`src/rtl/fma16_round_pack.sv`:
```
// Normalize/round/pack stage behind the fma16 multiply-add: raw significand in, binary16 plus flags out.
// Build option FMA16_FTZ_EN flushes nonzero subnormal results to signed zero.
module fma16_round_pack #(
    parameter int PIPE_BYPASS = 0
) (
    input  logic        clk,
    input  logic        reset_n,
    input  logic        in_valid,
    output logic        in_ready,
    input  logic        sign_in,
    input  logic [6:0]  exp_in,
    input  logic [21:0] man_in,
    input  logic        sticky_in,
    input  logic [1:0]  kind_in,
    input  logic [1:0]  roundmode,
    output logic        out_valid,
    input  logic        out_ready,
    output logic [15:0] result,
    output logic [3:0]  flags
);
    localparam logic [1:0] KIND_ZERO = 2'b01;
    localparam logic [1:0] KIND_INF  = 2'b10;
    localparam logic [1:0] KIND_NAN  = 2'b11;
    localparam logic [1:0] RM_RZ     = 2'b00;
    localparam logic [1:0] RM_RNE    = 2'b01;
    localparam logic [1:0] RM_RP     = 2'b10;

    typedef struct packed {
        logic        sign;
        logic [1:0]  kind;
        logic [1:0]  rm;
        logic [7:0]  expf;
        logic [10:0] sig;
        logic        g;
        logic        s;
    } norm_t;

    logic signed [8:0] w_exp_a;
    logic [20:0]       w_man_a;
    logic              w_st_a;
    logic [8:0]        w_shamt;
    logic [20:0]       w_man_b;
    logic [20:0]       w_lost_mask;
    logic              w_st_b;
    norm_t             w_norm;

    // Stage 1: align the leading one to bit 20, denormalize when the exponent is not positive.
    always_comb begin
        if (man_in[21]) begin
            w_man_a = man_in[21:1];
            w_exp_a = {{2{exp_in[6]}}, exp_in} + 9'sd1;
            w_st_a  = sticky_in | man_in[0];
        end else begin
            w_man_a = man_in[20:0];
            w_exp_a = {{2{exp_in[6]}}, exp_in};
            w_st_a  = sticky_in;
        end
        w_shamt     = 9'd1 - $unsigned(w_exp_a);
        w_lost_mask = '0;
        w_man_b     = w_man_a;
        w_st_b      = w_st_a;
        w_norm      = '0;
        w_norm.expf = w_exp_a[7:0];
        if (w_exp_a <= 9'sd0) begin
            w_norm.expf = 8'd0;
            if (w_shamt >= 9'd21) begin
                w_man_b = '0;
                w_st_b  = w_st_a | (|w_man_a);
            end else begin
                w_lost_mask = (21'd1 << w_shamt[4:0]) - 21'd1;
                w_man_b     = w_man_a >> w_shamt[4:0];
                w_st_b      = w_st_a | (|(w_man_a & w_lost_mask));
            end
        end
        w_norm.sign = sign_in;
        w_norm.kind = kind_in;
        w_norm.rm   = roundmode;
        w_norm.sig  = w_man_b[20:10];
        w_norm.g    = w_man_b[9];
        w_norm.s    = (|w_man_b[8:0]) | w_st_b;
    end

    logic  r_out_valid;
    logic  [15:0] r_result;
    logic  [3:0]  r_flags;
    logic  w_s2_adv;
    logic  w_s1_valid;
    norm_t w_s1_q;

    assign w_s2_adv = ~r_out_valid | out_ready;

    generate
        if (PIPE_BYPASS != 0) begin : g_bypass
            assign w_s1_valid = in_valid;
            assign w_s1_q     = w_norm;
            assign in_ready   = w_s2_adv;
        end else begin : g_pipe
            logic  r_s1_valid;
            norm_t r_s1;
            logic  w_s1_adv;
            assign w_s1_adv = ~r_s1_valid | w_s2_adv;
            always_ff @(posedge clk) begin
                if (!reset_n) begin
                    r_s1_valid <= 1'b0;
                    r_s1       <= '0;
                end else if (w_s1_adv) begin
                    r_s1_valid <= in_valid;
                    if (in_valid) r_s1 <= w_norm;
                end
            end
            assign w_s1_valid = r_s1_valid;
            assign w_s1_q     = r_s1;
            assign in_ready   = w_s1_adv;
        end
    endgenerate

    logic        w_inc;
    logic        w_inexact;
    logic        w_tiny;
    logic        w_ovf;
    logic [17:0] w_sum;
    logic [15:0] w_res;
    logic [3:0]  w_flg;

    // Stage 2: the increment carries straight through {expfield, frac}, so subnormal->normal is free.
    always_comb begin
        w_inexact = w_s1_q.g | w_s1_q.s;
        w_tiny    = ~w_s1_q.sig[10];
        case (w_s1_q.rm)
            RM_RZ:   w_inc = 1'b0;
            RM_RNE:  w_inc = w_s1_q.g & (w_s1_q.s | w_s1_q.sig[0]);
            RM_RP:   w_inc = ~w_s1_q.sign & w_inexact;
            default: w_inc = w_s1_q.sign & w_inexact;
        endcase
        w_sum = {w_s1_q.expf, w_s1_q.sig[9:0]} + {17'd0, w_inc};
        w_ovf = (w_sum[17:10] >= 8'd31);
        w_res = {w_s1_q.sign, w_sum[14:0]};
        w_flg = {2'b00, w_tiny & w_inexact, w_inexact};
        if (w_ovf) begin
            case (w_s1_q.rm)
                RM_RZ:   w_res = {w_s1_q.sign, 15'h7BFF};
                RM_RNE:  w_res = {w_s1_q.sign, 15'h7C00};
                RM_RP:   w_res = w_s1_q.sign ? 16'hFBFF : 16'h7C00;
                default: w_res = w_s1_q.sign ? 16'hFC00 : 16'h7BFF;
            endcase
            w_flg = 4'b0101;
        end
`ifdef FMA16_FTZ_EN
        else if (w_sum[14:10] == 5'd0 && w_sum[9:0] != 10'd0) begin
            w_res = {w_s1_q.sign, 15'd0};
            w_flg = 4'b0011;
        end
`endif
        case (w_s1_q.kind)
            KIND_ZERO: begin w_res = {w_s1_q.sign, 15'h0000}; w_flg = 4'b0000; end
            KIND_INF:  begin w_res = {w_s1_q.sign, 15'h7C00}; w_flg = 4'b0000; end
            KIND_NAN:  begin w_res = 16'h7E00;                w_flg = 4'b1000; end
            default:   ;
        endcase
    end

    always_ff @(posedge clk) begin
        if (!reset_n) begin
            r_out_valid <= 1'b0;
            r_result    <= 16'h0000;
            r_flags     <= 4'b0000;
        end else if (w_s2_adv) begin
            r_out_valid <= w_s1_valid;
            if (w_s1_valid) begin
                r_result <= w_res;
                r_flags  <= w_flg;
            end
        end
    end

    assign out_valid = r_out_valid;
    assign result    = r_result;
    assign flags     = r_flags;
endmodule

```
`config.mk`:
```
export PLATFORM = sky130hd
export DESIGN_NAME = fma16_round_pack
export DESIGN_NICKNAME = d
export VERILOG_FILES = /design/src/rtl/fma16_round_pack.sv
export SDC_FILE = /design/constraint.sdc
export NUM_CORES = 1
export LEC_CHECK = 0
export CAP_MARGIN = 40
export CORE_ASPECT_RATIO = 1.2
export CORE_MARGIN = 4
export CORE_UTILIZATION = 40
export CTS_CLUSTER_DIAMETER = 100
export DETAILED_ROUTE_END_ITERATION = 8
export DONT_BUFFER_PORTS = 1
export PLACE_DENSITY = 0.66
export SYNTH_ARGS = -nofsm -noshare
export SYNTH_HDL_FRONTEND = slang
export SYNTH_SLANG_ARGS = --single-unit
```
`constraint.sdc`:
```
create_clock -name clk -period 4.3 [get_ports clk]
set_clock_uncertainty 0.1 [all_clocks]
set_input_delay 0.43 -clock clk [delete_from_list [all_inputs] [get_ports clk]]
set_output_delay 0.43 -clock clk [all_outputs]
set_load 0.1 [all_outputs]
```
# Word-level counts from Yosys, hierarchy flattened

Index checks and enable logic that the tools add are counted.

Bitwise operators: 17
Equal/unequal tests: 5
Shifts and indexed selects: 2
Mux-type cells: 16
$lt $le $gt $ge: 3
Add/subtract/negate cells: 4
Reduce and logical (&&, ||, !) cells: 7

Operator list:

| kind                                                               | count |
|---|---|
| case mux 16 bit (3 select lines)                                   | 2 |
| 2-to-1 mux 21 bit                                                  | 3 |
| 2-to-1 mux 16 bit                                                  | 3 |
| OR reduction 21 bit                                                | 2 |
| bitwise AND 21 bit                                                 | 1 |
| << shifter 1 x 5 -> 21 bit (first input constant)                  | 1 |
| right shift 21 x 5 -> 21 bit                                       | 1 |
| subtractor 21 x 1 -> 21 bit (second input constant)                | 1 |
| adder 18 x 1 -> 18 bit                                             | 1 |
| greater-or-equal comparator 9 x 5 -> 1 bit (second input constant) | 1 |
| less-or-equal comparator 9 x 1 -> 1 bit (second input constant)    | 1 |
| 2-to-1 mux 9 bit                                                   | 1 |
| OR reduction 9 bit                                                 | 1 |
| subtractor 1 x 9 -> 9 bit (first input constant)                   | 1 |
| adder 7 x 2 -> 8 bit (second input constant)                       | 1 |
| greater-or-equal comparator 8 x 5 -> 1 bit (second input constant) | 1 |
| 2-to-1 mux 8 bit                                                   | 1 |
| OR 1 bit                                                           | 8 |
| case mux 4 bit (2 select lines)                                    | 1 |
| equality test 2 bit (second input constant)                        | 3 |
| bitwise AND 1 bit                                                  | 4 |
| equality test 2 x 1 -> 1 bit (second input constant)               | 2 |
| NOT 1 bit                                                          | 4 |
| AND reduction 2 bit                                                | 2 |
| 5 further kinds                                                    | 7 |

Register bits after elaboration: 48
Word-level logic and storage cells: 65

# Longest topological paths before layout

Gate-level depths: netlist (run 1).

Depth after elaboration: 11
Depth in mapped cells: 20
Mapped depth without buffers: 17

# Worst setup path before layout (run 1)

No wires, ideal clock.

Path type: input -> register
From: input port exp_in[0]
To: register g_pipe.r_s1[0] in the netlist's numbering
Path slack: -301 ps
Data arrival time: 4,365 ps
Setup time: 136 ps
Required time: 4,064 ps
Stages on the path: 20
Path through: ha_1 mux2_2 buf_4 inv_2 buf_2 buf_1 ha_1 clkbuf_1 nand3_1 nor2_1 inv_1 ha_1 nor2_1 a2111oi_0 a2111oi_1 a2111oi_4 o2111ai_1 a2111o_1 o41ai_1 o211ai_1

Cells in the longest elaborated chain, start to end: 11
Elaborated cells on any way between the ends: 17

RTL lines:

| item                        | line | text |
|---|---|---|
| start, declared             | 11   | `input logic [6:0] exp_in,` |
| adder 7 x 2 -> 8 bit        | 51   | `w_exp_a = {{2{exp_in[6]}}, exp_in} + 9'sd1;` |
| 2-to-1 mux 9 bit *          | 49   | `if (man_in[21]) begin` |
| subtractor 1 x 9 -> 9 bit   | 58   | `w_shamt = 9'd1 - $unsigned(w_exp_a);` |
| << shifter 1 x 5 -> 21 bit  | 70   | `w_lost_mask = (21'd1 << w_shamt[4:0]) - 21'd1;` |
| subtractor 21 x 1 -> 21 bit | 70   |  |
| bitwise AND 21 bit          | 72   | `w_st_b = w_st_a \| (\|(w_man_a & w_lost_mask));` |
| OR reduction 21 bit         | 72   |  |
| OR 1 bit                    | 72   |  |
| 2-to-1 mux 1 bit            | 66   | `if (w_shamt >= 9'd21) begin` |
| 2-to-1 mux 1 bit            | 64   | `if (w_exp_a <= 9'sd0) begin` |
| OR 1 bit *                  | 80   | `w_norm.s = (\|w_man_b[8:0]) \| w_st_b;` |
| end signal, assigned        | 108  | `if (in_valid) r_s1 <= w_norm;` |
| end, declared               | 99   | `norm_t r_s1;` |

Mark *: on every way between the ends. The rest lies on a longest branch, timed or not.
A chain may end at the register's enable or synchronous reset.

# Worst setup path in the final report (run 1)

From: register g_pipe.r_s1[22] in the netlist's numbering
To: register r_result[2], in the netlist result[2]

Cells in the longest elaborated chain, start to end: 6
Elaborated cells on any way between the ends: 9

RTL lines:

| item                                              | line     | text |
|---|---|---|
| equality test 2 bit, or another cell as far along | 129, 140 |  |
| case mux 1 bit (3 select lines)                   | 129      | `case (w_s1_q.rm)` |
| adder 18 x 1 -> 18 bit                            | 135      | `w_sum = {w_s1_q.expf, w_s1_q.sig[9:0]} + {17'd0, w_inc};` |
| greater-or-equal comparator 8 x 5 -> 1 bit        | 136      | `w_ovf = (w_sum[17:10] >= 8'd31);` |
| 2-to-1 mux 16 bit *                               | 139      | `if (w_ovf) begin` |
| case mux 16 bit (3 select lines) *                | 154      | `case (w_s1_q.kind)` |
| end signal, assigned                              | 170      | `r_result <= w_res;` |
| end, declared                                     | 84       | `logic [15:0] r_result;` |

Marks and branches as above.

==> metrics.md, run 1 <==
| Metric | Value |
|---|---|
| Starting density of the core | `0.413` |
| Crit path DAT | `between 3 and 4 ns` |
| Fmax achieved | `0.262 GHz` |
| First-pass GRT wire length | `25,600 um` |
| IO buf count | `0` |
| Final Critical Period | `3.82 ns` |
| Routed vias/inst | `6.34` |
| Critical Setup Path Class | `reg2reg` |
| Clock sinks | `48` |
| Antenna Nets Post-Route | `0` |
| Commonest cells post-synth | `73 x nand2_1, 68 x nor2_1, 63 x a21oi_1` |
| Die Width | `106 um` |
| Worst R2R Setup Slack | `0.48 ns` |
| Register area share after synthesis | `0.208` |
| Skew-Pair Late Insertion Delay | `roughly 0.29 ns` |
| Final Max Slew Viols | `0` |
| Maximum vdd drop | `283 uV` |
| Setup TNS | `0 ns` |
| Min-delay src | `roundmode[0]` |
| Fin. Hold Viols | `0` |
| Ant. Diodes | `0` |
| Most frequent cell after synthesis | `nand2_1` |
| Unrepaired setup endpoints after global routing | `false` |
| Die Ht | `between 100 and 150 um` |
| Area leader, netlist | `dfxtp_1` |
| Maxcap violations | `0` |
| Pleak | `0.00193 uW` |
| Area grow syn2layout | `14.4%` |
| Largest net degree at the start of global routing | `68` |
| Cts hold-fix bufs | `0` |
| CP top delay family | `simple AND/OR/NAND/NOR gates` |
| Max FO, Critical Path | `10` |
| Nets@finish | `694` |
| Number of fill cells in the layout | `1,142` |
| Placed wire-length estimate | `12,100 um` |
| Pwr per Cell Area | `293 nW/um^2` |
| H-tree depth | `2` |
| Synthesized flop and latch total | `48` |
| Clock-pin slew on the worst setup and hold paths | `roughly 0.06 ns` |
| WL/cell | `between 15 and 20 um` |
| Crit start category | `flip-flop` |
| Layout cells sized above 1 | `0.131` |
| Die ar. | `13,400 um^2` |
| Top_reg_cell synth | `dfxtp_1` |
| Max incr delay on CP | `0.43 ns` |
| WHS Path Cells | `2` |
| TritonCTS clock tree | `yes` |
| Post-synth EDFFs | `0` |
| Synth unique cells | `79` |
| Outcome | `finished, final reports clean` |
| Core Box Area | `~11,000 um^2` |
| Worst reg2reg startpoint | `g_pipe.r_s1[22]` |
| Tcrit/Tclk final | `0.887` |
| Vias in the first global route | `4,870` |
| Final setup viols | `0` |
| Worst path buffer plus inverter count | `0` |
| GPL Wtd Cong | `1.01` |
| Slew headroom | `0.457` |
| Overflow after GRT | `0` |
| First-pass DRT Iterations | `5` |
| Syn avg cell area | `7.18 um^2` |
| Reg2reg path depth | `14` |
| Cell Area, Synth | `4620 um^2` |
| Fraction of registers with async set/reset | `0` |
| Syn Inst Count | `644` |
| Endpoint with the worst hold slack | `g_pipe.r_s1[21]` |
| Cts bufs inserted | `5` |
| Worst-Margin Slew | `0.813 ns` |
| Multi-input gate area | `3420 um^2` |
| Min Hold Slack | `about 0.18 ns` |
| Clock Path Buffers | `2` |
| Iteration-0 DRC Markers | `about 450` |
| Worst min path class | `in2reg` |
| Via count | `5,091` |
| CTS root buffer | `clkbuf_16` |
| CP cell instances | `nor2b_1 > ha_1 > nor2b_1 > a21oi_1 > o22ai_1 > ha_1 > and4_1 > nand4_1 > or3_1 > mux2i_1 > o22a_1 > o21a_2 > o21ai_0 > a21oi_1` |
| WL final | `15,800 um` |
| DRC violation count after routing | `0` |
| Top-level I/O count | `61` |
| Synth area leaders | `dfxtp_1 21%, a21oi_1 6.8%, nand2_1 5.9%` |
| FP Rows | `42` |
| Syn Nets | `690` |
| Synth Warn # | `0` |
| Yosys top cell area share | `0.208` |
| R2r endpoint | `result[2]` |
| Tot GR Track Use | `0.234` |
| Antenna violations before repair | `0` |
| Worst path slowest cell | `or3_1` |
| Worst EP required | `approximately 4.4 ns` |
| Register area | `961 um^2` |
| CP Capture Type | `flip-flop` |
layout make-up:
class	instances	area share
Timing Repair Buffer	40	0.0899
Inverter	14	0.00994
Tap cell	154	0.0364
Sequential cell	48	0.182
Clock buffer	7	0.0289
Clock inverter	1	0.00568
Multi-Input combinational cell	539	0.648
cell families after synthesis:
| logic type | share of synthesized area |
|---|---|
| muxes | 0.0974 |
| and+or+nand+nor | 0.281 |
| buffers and inverters | 0.0547 |
| xor gates and xnor gates | 0.0501 |
| adders and majority gates | 0.0214 |
| AOI/OAI and AO/OA | 0.288 |
| DFF | 0.208 |
timing repair:
action                                  in CTS  in global routing
setup buffers                                0                  0
endpoints found under the setup margin       0                 10
gates resized for setup                      0                  3
per-stage QoR:
stage,utilization,std cells,setup slack [ns],cell area [um^2],power [uW]
6_report,0.473,803,0.485,5290,1550
4_1_cts,0.471,803,0.353,5280,1550
2_1_floorplan,-,644,0.00348,4630,940
3_5_place_dp,0.455,795,0.237,5090,1090
3_3_place_gp,0.426,775,0.387,4770,1060
5_1_grt,0.473,803,0.0387,5290,1620
registers in the layout, summed over array words and instances, names as in the netlist:
| register | count |
|---|---|
| g_pipe.r_s1 | 26 |
| result | 16 |
| flags | 4 |
| g_pipe.r_s1_valid | 1 |
| out_valid | 1 |
worst max-delay path by stage:
stage,startpoint,end,slack (ns),depth (start not counted)
CTS,g_pipe.r_s1[22],result[15],0.35,15
floorplan,exp_in[0],g_pipe.r_s1[0],0.003,20
global placement,exp_in[0],g_pipe.r_s1[0],0.39,15
finish,g_pipe.r_s1[22],result[2],0.48,14
detailed placement,exp_in[0],g_pipe.r_s1[0],0.24,15
global route,g_pipe.r_s1[22],result[2],0.04,14
per-layer routing:
metal  vias up  routed length, um  track usage
li1       2420                  -            -
met1      2397               6520        0.290
met2       232               7760        0.402
met3        42                976       0.0353
met4         0                547       0.0960
met5         -                  0            0
power breakdown:
group	leakage (uW)	internal, uW	switching [uW]
Combinational	0.00145	212	378
Clock	0.0000901	306	156
Sequential	0.000394	471	29.2
Total	0.00193	988	563
layout by cell type, fill, tap and decap left out, types with 4 or more instances in the layout:
master	count
nand2_1	73
nor2_1	68
a21oi_1	63
dfxtp_1	48
o21ai_0	38
nor3_1	36
mux2i_1	27
nand3_1	23
buf_4	20
buf_8	18
a31oi_1	12
mux2_2	12
inv_1	12
xnor2_1	11
nor4_1	10
nor2b_1	9
nand4_1	8
xor2_1	8
nand2b_1	7
o211ai_1	7
ha_1	7
a211oi_1	6
o2111ai_1	6
o22ai_1	5
clkbuf_16	5
and2_1	4
a22oi_1	4
and4_1	4
a41oi_1	4
or3_1	4
Power figures use the tool's default switching activity.
==> run 2: changes to the inputs <==
--- a/config.mk
+++ b/config.mk
@@ -13,6 +13,8 @@
 export DETAILED_ROUTE_END_ITERATION = 8
 export DONT_BUFFER_PORTS = 1
 export PLACE_DENSITY = 0.66
+export REMOVE_ABC_BUFFERS = 1
+export SLEW_MARGIN = 20
 export SYNTH_ARGS = -nofsm -noshare
 export SYNTH_HDL_FRONTEND = slang
 export SYNTH_SLANG_ARGS = --single-unit
==> run 2 against run 1 <==
  * Cell count up 0.50%
  * Sequential power about the same
  * Critical path depth unchanged
  * Combinational power is 0.8% lower
  * Sequential share of layout area up 0.15 points
  * Non-clock buffer count grew 5
  * Wire length is 2.1% lower
  * Critical endpoint is now result[1]
  * Largest cell class unchanged
  * Largest power group unchanged
  * Highest routed layer unchanged
==> metrics.md, run 2 (same netlist as run 1, synthesis figures left out) <==
| Metric | Value |
|---|---|
| First-pass GRT wire length | `24,800 um (-3.0%)` |
| Tcrit/Tclk final | `0.914 (+0.0266)` |
| Pwr per Cell Area | `276 nW/um^2 (-6.1%)` |
| Largest net degree at the start of global routing | `68 (unchanged)` |
| Layout cells sized above 1 | `0.132 (+0.000729)` |
| Die Width | `106 um (unchanged)` |
| Final setup viols | `0 (unchanged)` |
| Outcome | `finished, final reports clean` |
| Iteration-0 DRC Markers | `404 (-11%)` |
| Max FO, Critical Path | `10 (unchanged)` |
| Crit path DAT | `4.04 ns (+0.11 ns)` |
| Post-route cell area | `5250 um^2 (-0.83%)` |
| Placed Area | `5100 um^2 (+0.22%)` |
| Setup TNS | `0 ns (unchanged)` |
| Commonest non-fill, non-tap cell in the layout | `nand2_1` |
| Nets@finish | `699 (+0.72%)` |
| Via count | `5,006 (-1.7%)` |
| Clock Path Buffers | `2 (unchanged)` |
| TritonCTS clock tree | `yes` |
| GPL Wtd Cong | `0.942 (-6.5%)` |
| Comb power frac | `0.405 (+0.025)` |
| Post-CTS resize count | `0 (unchanged)` |
| Pint | `897 uW (-9.2%)` |
| Setup Buffers After CTS | `0 (unchanged)` |
| Clock Power Share | `0.250 (-0.048)` |
| Tot GR Track Use | `0.227 (-0.00662)` |
| DRC violation count after routing | `0 (unchanged)` |
| Number of fill cells in the layout | `1,128 (-1.2%)` |
| Fmax achieved | `0.254 GHz (-2.9%)` |
| Routed vias/inst | `6.20 (-2.2%)` |
| Placed wire-length estimate | `12,000 um (-1.0%)` |
| CTS root buffer | `clkbuf_16` |
| Crit start category | `flip-flop` |
| Slew headroom | `0.492 (+0.0357)` |
| P_sw | `549 uW (-2.6%)` |
| Critical Setup Path Class | `reg2reg` |
| Cts bufs inserted | `5 (unchanged)` |
| Final Critical Period | `3.93 ns (+0.114 ns)` |
| Cts hold-fix bufs | `0 (unchanged)` |
| Max reg flops | `26 (unchanged)` |
| Ant. Diodes | `0 (unchanged)` |
| Worst EP required | `4.41 ns (about the same)` |
| Most frequent cells in the layout | `73 x nand2_1, 68 x nor2_1, 63 x a21oi_1` |
| Tot Pwr | `1450 uW (-6.8%)` |
| Maxcap violations | `0 (unchanged)` |
| Die Ht | `126 um (unchanged)` |
| Pleak | `0.00192 uW (-0.47%)` |
| Area grow syn2layout | `13.4%` |
| Clock sinks | `48 (unchanged)` |
| Skew-Pair Late Insertion Delay | `0.29 ns (about the same)` |
| Fin. Hold Viols | `0 (unchanged)` |
| Worst-Margin Slew | `0.760 ns (-0.0534 ns)` |
| Top-level I/O count | `61 (unchanged)` |
| WL/cell | `19.2 um (-2.6%)` |
| Maximum vdd drop | `218 uV (-23%)` |
| Vias in the first global route | `4,745 (-2.6%)` |
| Starting density of the core | `0.413 (unchanged)` |
| CP Capture Type | `flip-flop` |
| Flop pwr share | `0.345 (+0.023)` |
| Overflow after GRT | `0 (unchanged)` |
| Unrepaired setup endpoints after global routing | `false` |
| First-pass DRT Iterations | `5 (unchanged)` |
| H-tree depth | `2 (unchanged)` |
| Clock-pin slew on the worst setup and hold paths | `0.06 ns (about the same)` |
| WL final | `15,500 um (-2.1%)` |
| FP Rows | `42 (unchanged)` |
| Die ar. | `13,400 um^2 (unchanged)` |
| Net Sw Frac | `0.379 (+0.0164)` |
| Final Max Slew Viols | `0 (unchanged)` |
| IO buf count | `0 (unchanged)` |
| Core Box Area | `11,200 um^2 (unchanged)` |
| Antenna Nets Post-Route | `0 (unchanged)` |
| Worst min path class | `in2reg` |
| Antenna violations before repair | `0 (unchanged)` |
| Biggest register | `g_pipe.r_s1` |
==> run 2: cell types whose count changed in the layout (fill, tap and decap cells not counted), moves of 2 or more <==
cell and delta:
clkbuf_8 -2, buf_8 +2, buf_16 -2, buf_4 +5
==> run 2: through the flow <==
step,hold slack (ns),util,setup WS (ns),instances
2_1_floorplan,0.353,-,-0.565,601
3_3_place_gp,0.370,0.429,0.276,780
3_5_place_dp,0.370,0.456,0.204,800
4_1_cts,0.159,0.468,0.287,807
5_1_grt,0.171,0.469,0.0636,807
6_report,0.162,0.469,0.370,807
==> run 2: cell type report <==
| type | count | area [um^2] | area share |
|---|---|---|---|
| clock buffer | 6 | 129 | 0.0246 |
| timing repair buffer | 45 | 488 | 0.0930 |
| multi-input combinational | 539 | 3420 | 0.651 |
| inverter | 14 | 52.6 | 0.0100 |
| tap | 154 | 193 | 0.0367 |
| sequential | 48 | 961 | 0.183 |
| clock inverter | 1 | 5.00 | 0.000954 |
==> run 2: critical path: stages (launching register included) <==
cell and delay (ns):
dfxtp_1 0.42, nor2b_1 0.25, ha_1 0.27, nor2b_1 0.16
a21oi_1 0.05, o22ai_1 0.16, ha_1 0.21, and4_1 0.25
nand4_1 0.23, or3_1 0.42, nor3_1 0.38, o22a_1 0.30
o21a_1 0.30, o21ai_0 0.17, a21oi_1 0.17
==> run 2: worst paths after layout <==
kind,from,end,slack [ns],cells past startpoint
min reg2reg,result[5],result[5],0.38,2
max reg2reg,g_pipe.r_s1[22],result[1],0.37,14
max,g_pipe.r_s1[22],result[1],0.37,14
min,in_valid,g_pipe.r_s1_valid,0.16,2
==> run 2: layer usage <==
metal / part of all wire / GRT usage
met4: 0.036 / 0.0930
met3: 0.051 / 0.0297
met1: 0.41 / 0.275
met5: 0 / 0
met2: 0.51 / 0.402
==> run 2: power by group through the flow <==
stage | sequential [uW] | combinational [uW] | clock, uW
3_5_place_dp | 508 | 577 | 0
4_1_cts | 498 | 579 | 370
2_1_floorplan | 570 | 333 | 0
5_1_grt | 502 | 630 | 388
3_3_place_gp | 572 | 484 | 0
6_report | 498 | 585 | 362
==> run 3: changes to the inputs <==
--- a/config.mk
+++ b/config.mk
@@ -10,6 +10,7 @@
 export CORE_MARGIN = 4
 export CORE_UTILIZATION = 40
 export CTS_CLUSTER_DIAMETER = 100
+export CTS_CLUSTER_SIZE = 40
 export DETAILED_ROUTE_END_ITERATION = 8
 export DONT_BUFFER_PORTS = 1
 export PLACE_DENSITY = 0.66
==> results of run 3 <==
Same layout as run 2: the final DEF is identical, and so are final timing and power.
